==> config.mk <==
export PLATFORM = sky130hd
export DESIGN_NAME = store_buffer
export DESIGN_NICKNAME = d
export VERILOG_FILES = /design/src/rtl/store_buffer.sv
export SDC_FILE = /design/constraint.sdc
export NUM_CORES = 1
export LEC_CHECK = 0
export BUFFER_PORTS_ARGS = -buffer_cell sky130_fd_sc_hd__buf_2
export CAP_MARGIN = 20
export CORE_ASPECT_RATIO = 0.7
export CORE_MARGIN = 1.5
export CORE_UTILIZATION = 50
export DETAILED_ROUTE_END_ITERATION = 8
export PLACE_DENSITY = 0.78
export SYNTH_ARGS = -nofsm -noshare
export SYNTH_HDL_FRONTEND = slang
export SYNTH_SLANG_ARGS = --single-unit
==> constraint.sdc <==
create_clock -name clk -period 8.35 [get_ports clk]
set_input_delay 0.4175 -clock clk [delete_from_list [all_inputs] [get_ports clk]]
set_output_delay 0.4175 -clock clk [all_outputs]
set_load 0.05 [all_outputs]
==> src/rtl/store_buffer.sv <==
// Posted-write buffer between the core store port and data memory: in-order drain over
// req/ack with a retry on timeout, plus store-to-load forwarding from queued entries.
module store_buffer #(
    parameter int unsigned DEPTH   = 4,
    parameter int unsigned AW      = 32,
    parameter int unsigned DW      = 32,
    parameter int unsigned TIMEOUT = 15
) (
    input  logic                     clk,
    input  logic                     reset,
    input  logic                     MemWrite,
    input  logic [AW-1:0]            DataAdr,
    input  logic [DW-1:0]            WriteData,
    output logic                     Stall,
    input  logic [AW-1:0]            LoadAdr,
    output logic                     LoadHit,
    output logic [DW-1:0]            LoadData,
    output logic                     mem_req,
    output logic [AW-1:0]            mem_adr,
    output logic [DW-1:0]            mem_wdata,
    input  logic                     mem_ack,
    output logic                     Empty,
    output logic [$clog2(DEPTH):0]   Count,
    output logic                     TimeoutErr
);

    localparam int unsigned PW = $clog2(DEPTH);
    localparam int unsigned CW = PW + 1;
    localparam int unsigned TW = $clog2(TIMEOUT + 1);

    typedef enum logic [1:0] {StIdle, StIssue, StWaitAck} state_e;

    state_e          state_q, state_d;
    logic [AW-1:0]   adr_q  [DEPTH];
    logic [AW-1:0]   adr_d  [DEPTH];
    logic [DW-1:0]   data_q [DEPTH];
    logic [DW-1:0]   data_d [DEPTH];
    logic [PW-1:0]   head_q, head_d, tail_q, tail_d;
    logic [CW-1:0]   count_q, count_d;
    logic [TW-1:0]   tmo_q, tmo_d;
    logic            terr_q, terr_d;
    logic            full, push, pop;
    logic [PW-1:0]   fwd_idx;

    assign full  = (count_q == CW'(DEPTH));
    assign push  = MemWrite & ~full;
    assign pop   = (state_q == StWaitAck) & mem_ack;
    assign Stall = full & MemWrite;

    always_comb begin
        adr_d   = adr_q;
        data_d  = data_q;
        head_d  = head_q;
        tail_d  = tail_q;
        count_d = count_q + CW'(push) - CW'(pop);
        if (push) begin
            adr_d[tail_q]  = DataAdr;
            data_d[tail_q] = WriteData;
            tail_d         = tail_q + 1'b1;
        end
        if (pop) begin
            head_d = head_q + 1'b1;
        end
    end

    always_comb begin
        state_d = state_q;
        tmo_d   = tmo_q;
        terr_d  = terr_q;
        mem_req = 1'b0;
        case (state_q)
            StIdle: begin
                if (count_q != '0) state_d = StIssue;
            end
            StIssue: begin
                mem_req = 1'b1;
                tmo_d   = '0;
                state_d = StWaitAck;
            end
            StWaitAck: begin
                if (mem_ack) begin
                    state_d = (count_d != '0) ? StIssue : StIdle;
                end else begin
                    tmo_d = tmo_q + 1'b1;
                    // Retry the same head entry; nothing is popped.
                    if (tmo_d == TW'(TIMEOUT)) begin
                        terr_d  = 1'b1;
                        state_d = StIssue;
                    end
                end
            end
            default: state_d = StIdle;
        endcase
    end

    // Walk oldest to newest so the newest matching entry is the one left standing.
    always_comb begin
        LoadHit  = 1'b0;
        LoadData = '0;
        fwd_idx  = '0;
        for (int i = 0; i < DEPTH; i++) begin
            fwd_idx = head_q + PW'(i);
            if ((CW'(i) < count_q) && (adr_q[fwd_idx][AW-1:2] == LoadAdr[AW-1:2])) begin
                LoadHit  = 1'b1;
                LoadData = data_q[fwd_idx];
            end
        end
    end

    always_ff @(posedge clk or negedge reset) begin
        if (!reset) begin
            state_q <= StIdle;
            head_q  <= '0;
            tail_q  <= '0;
            count_q <= '0;
            tmo_q   <= '0;
            terr_q  <= 1'b0;
            for (int i = 0; i < DEPTH; i++) begin
                adr_q[i]  <= '0;
                data_q[i] <= '0;
            end
        end else begin
            state_q <= state_d;
            head_q  <= head_d;
            tail_q  <= tail_d;
            count_q <= count_d;
            tmo_q   <= tmo_d;
            terr_q  <= terr_d;
            adr_q   <= adr_d;
            data_q  <= data_d;
        end
    end

    assign mem_adr    = adr_q[head_q];
    assign mem_wdata  = data_q[head_q];
    assign Empty      = (count_q == '0);
    assign Count      = count_q;
    assign TimeoutErr = terr_q;

endmodule

; Yosys cells after proc, flatten, opt, wreduce, memory -nomap -nowiden
; Cells that the tools add are included.
[word_totals]
ff_bits = 270
latch_bits = 0
ramBits = 0
romBits = 0
input_bits = 100
out_inout_bits = 104
wordCells = 109
n_memories = 0
[classes]
n_addsub = 7
mul = 0
div = 0
magnitude_cmp = 10
n_eq_ne = 11
n_shift = 0
n_mux = 44
bitwise_logic = 10
reduce_logical = 13
[ops]
columns = cell, count
row1 = 2-to-1 mux 32 bit, 21
row2 = binary-select mux 32 bit (select 2 bit), 8
row3 = bitwise mux 128 bit, 2
row4 = equality test 30 bit, 4
row5 = demux 32 bit (select 2 bit), 1
row6 = greater-or-equal comparator 3 bit (second input constant), 5
row7 = NOT 2 -> 3 bit, 5
row8 = one-hot mux 4 bit (2 select lines), 1
row9 = < comparator 1 x 3 -> 1 bit (first input constant), 2
row10 = < comparator 2 x 3 -> 1 bit (first input constant), 2
row11 = 2-to-1 mux 1 bit, 6
row12 = 2-to-1 mux 2 bit, 3
row13 = one-hot mux 2 bit (3 select lines), 1
row14 = nonzero test 3 bit, 2
row15 = logical AND 1 bit, 5
row16 = adder 2 x 1 -> 2 bit (second input constant), 2
row17 = adder 2 bit (second input constant), 2
row18 = adder 4 x 1 -> 4 bit (second input constant), 1
row19 = equality test 4 bit (second input constant), 1
row20 = 2-to-1 mux 4 bit, 1
row21 = != test 2 bit (second input constant), 2
row22 = AND reduction 2 bit, 2
row23 = adder 3 x 1 -> 3 bit, 1
row24 = AND 1 bit, 3
row25 = other kinds (11), 12

; Depth between registers and ports, before layout
; Gate-level depths: netlist of run 1.
[depth]
word_depth = 10
ltp_mapped = 18
mapped_depth_nobuf = 11

; Least setup slack after synthesis of run 1
; OpenSTA, ideal clock, no wires.
[synth_path]
path_type = register -> output
from = register head_q[0]
to = output port LoadData[20]
t_arrival_ps = 3983
slack_ps = 3950
path_stages_with_launch = 16
path_buffers = 6
path_cell_list = dfrtp_1 > buf_6 > buf_6 > buf_6 > buf_6 > inv_2 > mux2i_1 > o221ai_1 > a2111oi_0 > nand4_1 > o21ai_2 > nand2_1 > buf_4 > buf_6 > a2111oi_2 > o22a_1
[synth_between]
elab_chain_cells = 10
[synth_lines]
columns = item, line_no
row1 = "start, declared", 38  ; logic [PW-1:0] head_q, head_d, tail_q, tail_d;
row2 = "start signal, assigned", 113  ; head_q <= '0;
row3 = "start signal, assigned", 124  ; head_q <= head_d;
row4 = NOT 2 -> 3 bit, n/a
row5 = binary-select mux 32 bit (select 2 bit), n/a
row6 = 2-to-1 mux 32 bit (2 in a row), n/a
row7 = net mem_adr[4], 19  ; output logic [AW-1:0] mem_adr,
row8 = equality test 30 bit, 103  ; if ((CW'(i) < count_q) && (adr_q[fwd_idx][AW-1:2] == LoadAdr[AW-1:2])) begin
row9 = logical AND 1 bit, 103
row10 = 2-to-1 mux 32 bit (4 in a row), 103
row11 = "end, declared", 17  ; output logic [DW-1:0] LoadData,
; The timed path passes the listed nets, and every way through them passes these cells. The select of a mux whose other input is x is not followed.

; Worst setup path in the final report of run 1
[layout_path]
from = register head_q[1]
to = output port LoadData[31]
[layout_between]
elab_chain_cells = 10
[layout_lines]
columns = item, line_no
row1 = adder 2 x 1 -> 2 bit / NOT 2 -> 3 bit (equally long branches), "102, 103, 105"
row2 = NOT 2 -> 3 bit (not written as such) / binary-select mux 32 bit (select 2 bit) (equally long branches), "103, 105"
row3 = binary-select mux 32 bit (select 2 bit) / 2-to-1 mux 32 bit (equally long branches), 103
row4 = 2-to-1 mux 32 bit (not written as such), 103
row5 = 2-to-1 mux 32 bit (not written as such) / equality test 30 bit (equally long branches), 103
row6 = equality test 30 bit / logical AND 1 bit (equally long branches), 103
row7 = logical AND 1 bit / 2-to-1 mux 32 bit (equally long branches), 103
row8 = 2-to-1 mux 32 bit (2 in a row), 103
row9 = 2-to-1 mux 32 bit (*), 103
; Every way passes the cells marked *; elsewhere a longest branch is shown, timed or not. The select of a mux whose other input is x is not followed.

==> impl_metrics.yaml, run 1 <==
setup_path:
  r2r_end: "state_q[0]"
  rr_worst_depth: 11
  cp_max_fo: 86
  worst-endpoint-required_ns: 7.93
  startpoint: "head_q[1]"
  cp_cell_sequence: "buf_12 > mux2i_1 > o2bb2ai_1 > nor4_1 > nand4_1 > a2111oi_0 > nand4_2 > buf_4 > nand2_2 > buf_12 > a2111oi_0 > o22a_1 > buf_2"
  r2r_start: "Count[0]"
  critPathSlowestCell: "a2111oi_0"
  crit_type: "reg -> out"
  cpPeakStageDelay_ns: 1.00
  path_depth: 13
  crit_path_end_kind: "output port"
  startpoint_type: "register"
  crit_family: "compound AO/OA/AOI/OAI gates"
  crit_end: "LoadData[31]"
  ff2ff_setup_slack_ns: 5.00
  cp_num_buf_inv: 4
  critical_path_arrival_ns: 6.06
place:
  pre_cts_ws_ns: 2.819
  gp_congestion: 0.9758
  hpwl_mm: 37.58
  portBuffers: 201
  place_area_um2: 20180
clocking:
  clock_latency_ns: 0.57
  cts_buffers: 28
  cts_resized: 0
  root_buffer: "clkbuf_16"
  clockBufferDepth: 3
  cts.clk_slew.worst_paths_ns: 0.07
  cts_sinks: 270
  cts_tree: "yes"
  holdBufCountCts: 1
  htreeDepth: 1
  post_cts_buffers: 0
timing:
  rsz0062_at_grt: "false"
  skew_ns: 0.01451
  hold-worst-slack_ns: 0.1113
  setup_viol: 0
  worst_slew_pin_slew_ns: 1.135
  layout_setup_ws_ns: 1.872
  fin_crit_sh_pct: 77.58
  hold_viol_final: 0
  drv_slew: 0
  fin_crit_ns: 6.478
  finalSetupTns_ns: 0
  timing.fmax_mhz: 154.4
  slew_headroom_pct: 22.38
synthesis:
  synth_compound_area_share_pct: 13.74
  ys_warn_count: 0
  synthAdderAreaFrac_pct: 0.7621
  synth.top_cells.by_area: "dfrtp_1 35%, mux2_2 18%, mux2i_1 8.3%"
  ys_types: 71
  synth_flop_cell: "dfrtp_1"
  ys_async_sr_fraction_pct: 100.0
  synth_top_cell_area_share_pct: 35.47
  synth.area.mux_share_pct: 34.14
  synth_xor_area_share_pct: 4.730
  ys_ff_latch: 270
  ys_seq_area_share_pct: 35.47
  yosys.area.top_type: "dfrtp_1"
  synth_top_family_by_area: "multiplexers"
  synth_area_um2: 19050
  synth_edf_count: 0
  syn_area_per_cell_um2: 11.40
  syn_nets: 1781
  syn_inst: 1670
  yosys.area_share.simple_pct: 6.740
grt:
  antenna_found_initial: 6
  grt_max_degree: 202
  grt_pass1_wl_mm: 87.81
  grtUsageTotal_pct: 28.31
  grt_remaining_overflow: 0
  grt_pass1_vias: 14846
cells_and_area:
  final_common_cell: "mux2_2"
  area_growth_pct: 11.94
  fin_nets: 1884
  final_cell_mix: "297 x mux2_2, 268 x dfrtp_1, 200 x buf_2"
  drive_gt1_share_pct: 38.24
  stdcell_area_um2: 21320
die:
  die_h_um: 166.3
  die-area_um2: 39290
  boundaryPins: 204
  placementRows: 59
  core-area_um2: 37350
  start_util_pct: 50.99
  die_width_um: 236.3
drt:
  via_per_inst: 6.570
  drt_pass1_iterations: 6
  drt_iter0_markers: 1698
  routed_wirelength_mm: 56.50
  routed-via-count: 15005
  ant_nets: 0
  wl_per_cell_um: 24.74
  drcViolationCount: 0
worst_hold_path:
  hold_class: "in -> reg"
run_status:
  status: "finished clean"
run:
  max_cap_viol_count: 0
==> worst register-to-register path, stage by stage (launching register included) <==
cell and delay [ns]:
dfrtp_1 0.59, nor2_1 0.12, a21boi_1 0.85, inv_1 0.11, ha_1 0.31, inv_1 0.06
ha_1 0.12, inv_1 0.05, fa_1 0.49, inv_1 0.05, o41ai_1 0.38, a221oi_1 0.09
==> cells in the mapped netlist, types with 4 or more instances <==
master / instances
mux2_2: 297
a2111oi_0: 8
xor2_1: 25
nor4_1: 6
dfrtp_1: 270
xnor2_1: 76
and2_1: 5
nand3_1: 5
o221ai_1: 5
buf_4: 18
buf_6: 10
a22o_1: 4
ha_1: 10
nand2_1: 33
o21ai_0: 20
nor2_1: 84
nor3_1: 7
a2111oi_2: 28
o22ai_1: 40
nor2b_1: 71
a221oi_1: 6
mux2i_1: 158
o22a_1: 33
inv_1: 25
buf_2: 23
clkbuf_1: 84
o2bb2ai_1: 7
a211oi_1: 71
nand4_1: 19
a21oi_1: 55
mux4_2: 70
buf_1: 16
o31ai_1: 30
==> worst min path at each step <==
| stage | start | cells after the start | to |
|---|---|---|---|
| final | WriteData[28] | 2 | data_q[60] |
| after global routing | WriteData[8] | 2 | data_q[104] |
| after CTS | WriteData[28] | 2 | data_q[60] |
| after detailed placement | reset | 1 | adr_q[21] |
| after global placement | reset | 1 | adr_q[85] |
| after floorplan | reset | 0 | Count[0] |
==> flip-flops by register name, indices dropped and copies added (netlist names) <==
register / cells
adr_q: 128
Count: 3
TimeoutErr: 1
tmo_q: 4
state_q: 2
tail_q: 2
data_q: 128
head_q: 2
==> through the flow <==
| stage | std cells | utilization [%] |
|---|---|---|
| 6_report | 2284 | 57.07 |
| 4_1_cts | 2280 | 56.93 |
| 5_1_grt | 2283 | 57.07 |
| 3_3_place_gp | 2227 | 53.98 |
| 3_5_place_dp | 2228 | 54.03 |
| 2_1_floorplan | 1670 | - |
==> cell families (layout without fill, tap and decap cells) <==
kind of cell	count (synthesis)	after routing
other	0	2
adders and majority gates	11	11
muxes	525	525
AOI/OAI and AO/OA	337	337
DFF	270	270
xor gates and xnor gates	102	102
buffers and inverters	178	302
and+or+nand+nor	247	247
==> final cells by class <==
class,instances,area [um2]
timing repair buffer,225,1269
fill,3045,16030
inverter,26,100.1
multi-input combinational,1222,11500
sequential,270,6764
clock inverter,16,327.8
antenna,2,5.005
tap,488,610.6
clock buffer,35,747.0
==> layer usage <==
layer	global-route usage [%]	wire (um)
met2	43.68	25600
met1	40.35	24450
met4	7.135	1226
met3	6.383	5186
met5	0	38
Power of run 1 is left out: the tool's default activity adds up to more than one toggle a clock period on the data nets, which glitch-free logic cannot reach.
==> run 2: changes to the inputs <==
- PLACE_DENSITY: 0.78 -> 0.8
- clock period: 8.35 -> 5.7 ns (I/O delays scaled with it)
==> impl_metrics.yaml, run 2 (synthesis results as in run 1) <==
clocking:
  cts_sinks: 270
  root_buffer: "clkbuf_16"
  cts.clk_slew.worst_paths_ns: 0.06
  clock_latency_ns: 0.59
  clockBufferDepth: 3
  htreeDepth: 1
  cts_buffers: 31
  cts_tree: "yes"
setup_path:
  r2r_end: "state_q[0]"
  cp_cell_sequence: "buf_12 > mux4_2 > nand2b_1 > o221ai_1 > a2111oi_0 > nand4_1 > o21ai_2 > nand2_2 > buf_4 > a2111oi_0 > o22a_1 > buf_2"
  cp_common_cell: "a2111oi_0"
  cp_max_fo: 41
  worst-endpoint-required_ns: 5.41
  crit_family: "compound AO/OA/AOI/OAI gates"
  startpoint: "head_q[0]"
  startpoint_type: "register"
  cpPeakStageDelay_ns: 0.91
  r2r_start: "Count[0]"
  crit_path_end_kind: "output port"
  crit_end: "LoadData[31]"
  path_depth: 12
  crit_type: "reg -> out"
  ff2ff_setup_slack_ns: 2.74
  critPathSlowestCell: "dfrtp_4"
  rr_worst_depth: 12
  cp_num_buf_inv: 3
  critical_path_arrival_ns: 5.24
cells_and_area:
  layoutNonFillerInstCount: 2369
  final_cell_mix: "297 x mux2_2, 268 x dfrtp_1, 200 x buf_2"
  drive_gt1_share_pct: 37.68
  fin_nets: 1965
  reg_top3: "adr_q x128, data_q x128, tmo_q x4"
  final_common_cell: "mux2_2"
  area_growth_pct: 16.11
  fillers: 3000
drt:
  dr_wl_met3_mm: 5.331
  routed_wirelength_mm: 57.97
  wl_per_cell_um: 24.47
  top_layer: "met4"
  drt_pass1_iterations: 5
  wl_met2_mm: 25.95
  via_per_inst: 6.473
  drt_iter0_markers: 1714
  routed-via-count: 15334
  wl_met1_mm: 25.32
  ant_nets: 0
  drcViolationCount: 0
place:
  hpwl_mm: 38.44
  placed_cells: 2240
  gp_congestion: 0.9758
  portBuffers: 201
timing:
  hold_viol_final: 0
  setup_viol: 0
  hold-worst-slack_ns: 0.06883
  slew_headroom_pct: 40.65
  skew_ns: 0.01119
  worst_slew_pin_slew_ns: 0.8902
  fin_crit_sh_pct: 97.01
  timing.fmax_mhz: 180.8
  fin_crit_ns: 5.530
  rsz0062_at_grt: "false"
  drv_slew: 0
  finalSetupTns_ns: 0
grt:
  grt_max_degree: 141
  grtUsageTotal_pct: 29.14
  grt_remaining_overflow: 0
  antenna_found_initial: 3
  grt_pass1_vias: 15430
  grt_pass1_wl_mm: 90.87
die:
  die-area_um2: 39290
  boundaryPins: 204
  core-area_um2: 37350
  placementRows: 59
  start_util_pct: 50.99
  die_h_um: 166.3
  die_width_um: 236.3
run:
  max_cap_viol_count: 0
worst_hold_path:
  hold_class: "in -> reg"
run_status:
  status: "finished clean"
==> run 2: how the worst min path moves through the flow <==
stage | startpoint | to | slack, ns | cells past startpoint
after floorplan | reset | Count[0] | -0.01 | 0
after global placement | reset | adr_q[111] | 0.22 | 1
after detailed placement | reset | adr_q[47] | 0.22 | 1
after CTS | mem_ack | TimeoutErr | 0.04 | 4
after global routing | mem_ack | TimeoutErr | 0.09 | 4
final | mem_ack | TimeoutErr | 0.07 | 4
==> run 2: cell type report <==
type	instances	area, um2	share of cell area (%)
Tap cell	488	610.6	2.761
Multi-Input combinational cell	1222	11490	51.98
Timing Repair Buffer	303	2083	9.421
Sequential cell	270	6764	30.59
Clock buffer	36	814.5	3.683
Clock inverter	22	239.0	1.081
Antenna cell	2	5.005	0.02263
Inverter	26	102.6	0.4640
==> run 2: repair_timing <==
item                                    in CTS  in global routing
setup buffers                                0                  1
hold buffers                                65                  0
gates resized for setup                      0                  2
endpoints found under the setup margin       0                  7
endpoints found under the hold margin      307                  0
==> run 2: per-stage QoR <==
stage	util (%)	worst slack (ns)	cell area, um2
after global routing	59.20	0.01890	22110
final	59.20	0.1705	22110
after global placement	54.31	0.9234	20290
after detailed placement	54.39	0.8684	20320
after floorplan	-	1.432	19050
after CTS	58.95	0.2068	22020
==> run 2: worst min-delay path, stage by stage <==
cell	delay, ns
buf_2	0.13
nor2_1	0.08
nand2_1	0.07
o21bai_1	0.06
==> run 2: routing by layer <==
metal,vias up,GRT usage (%)
li1,6735,-
met1,7755,42.18
met2,738,44.85
met3,106,5.685
met4,0,7.358
met5,-,0
Power of run 2 is left out for the same reason.
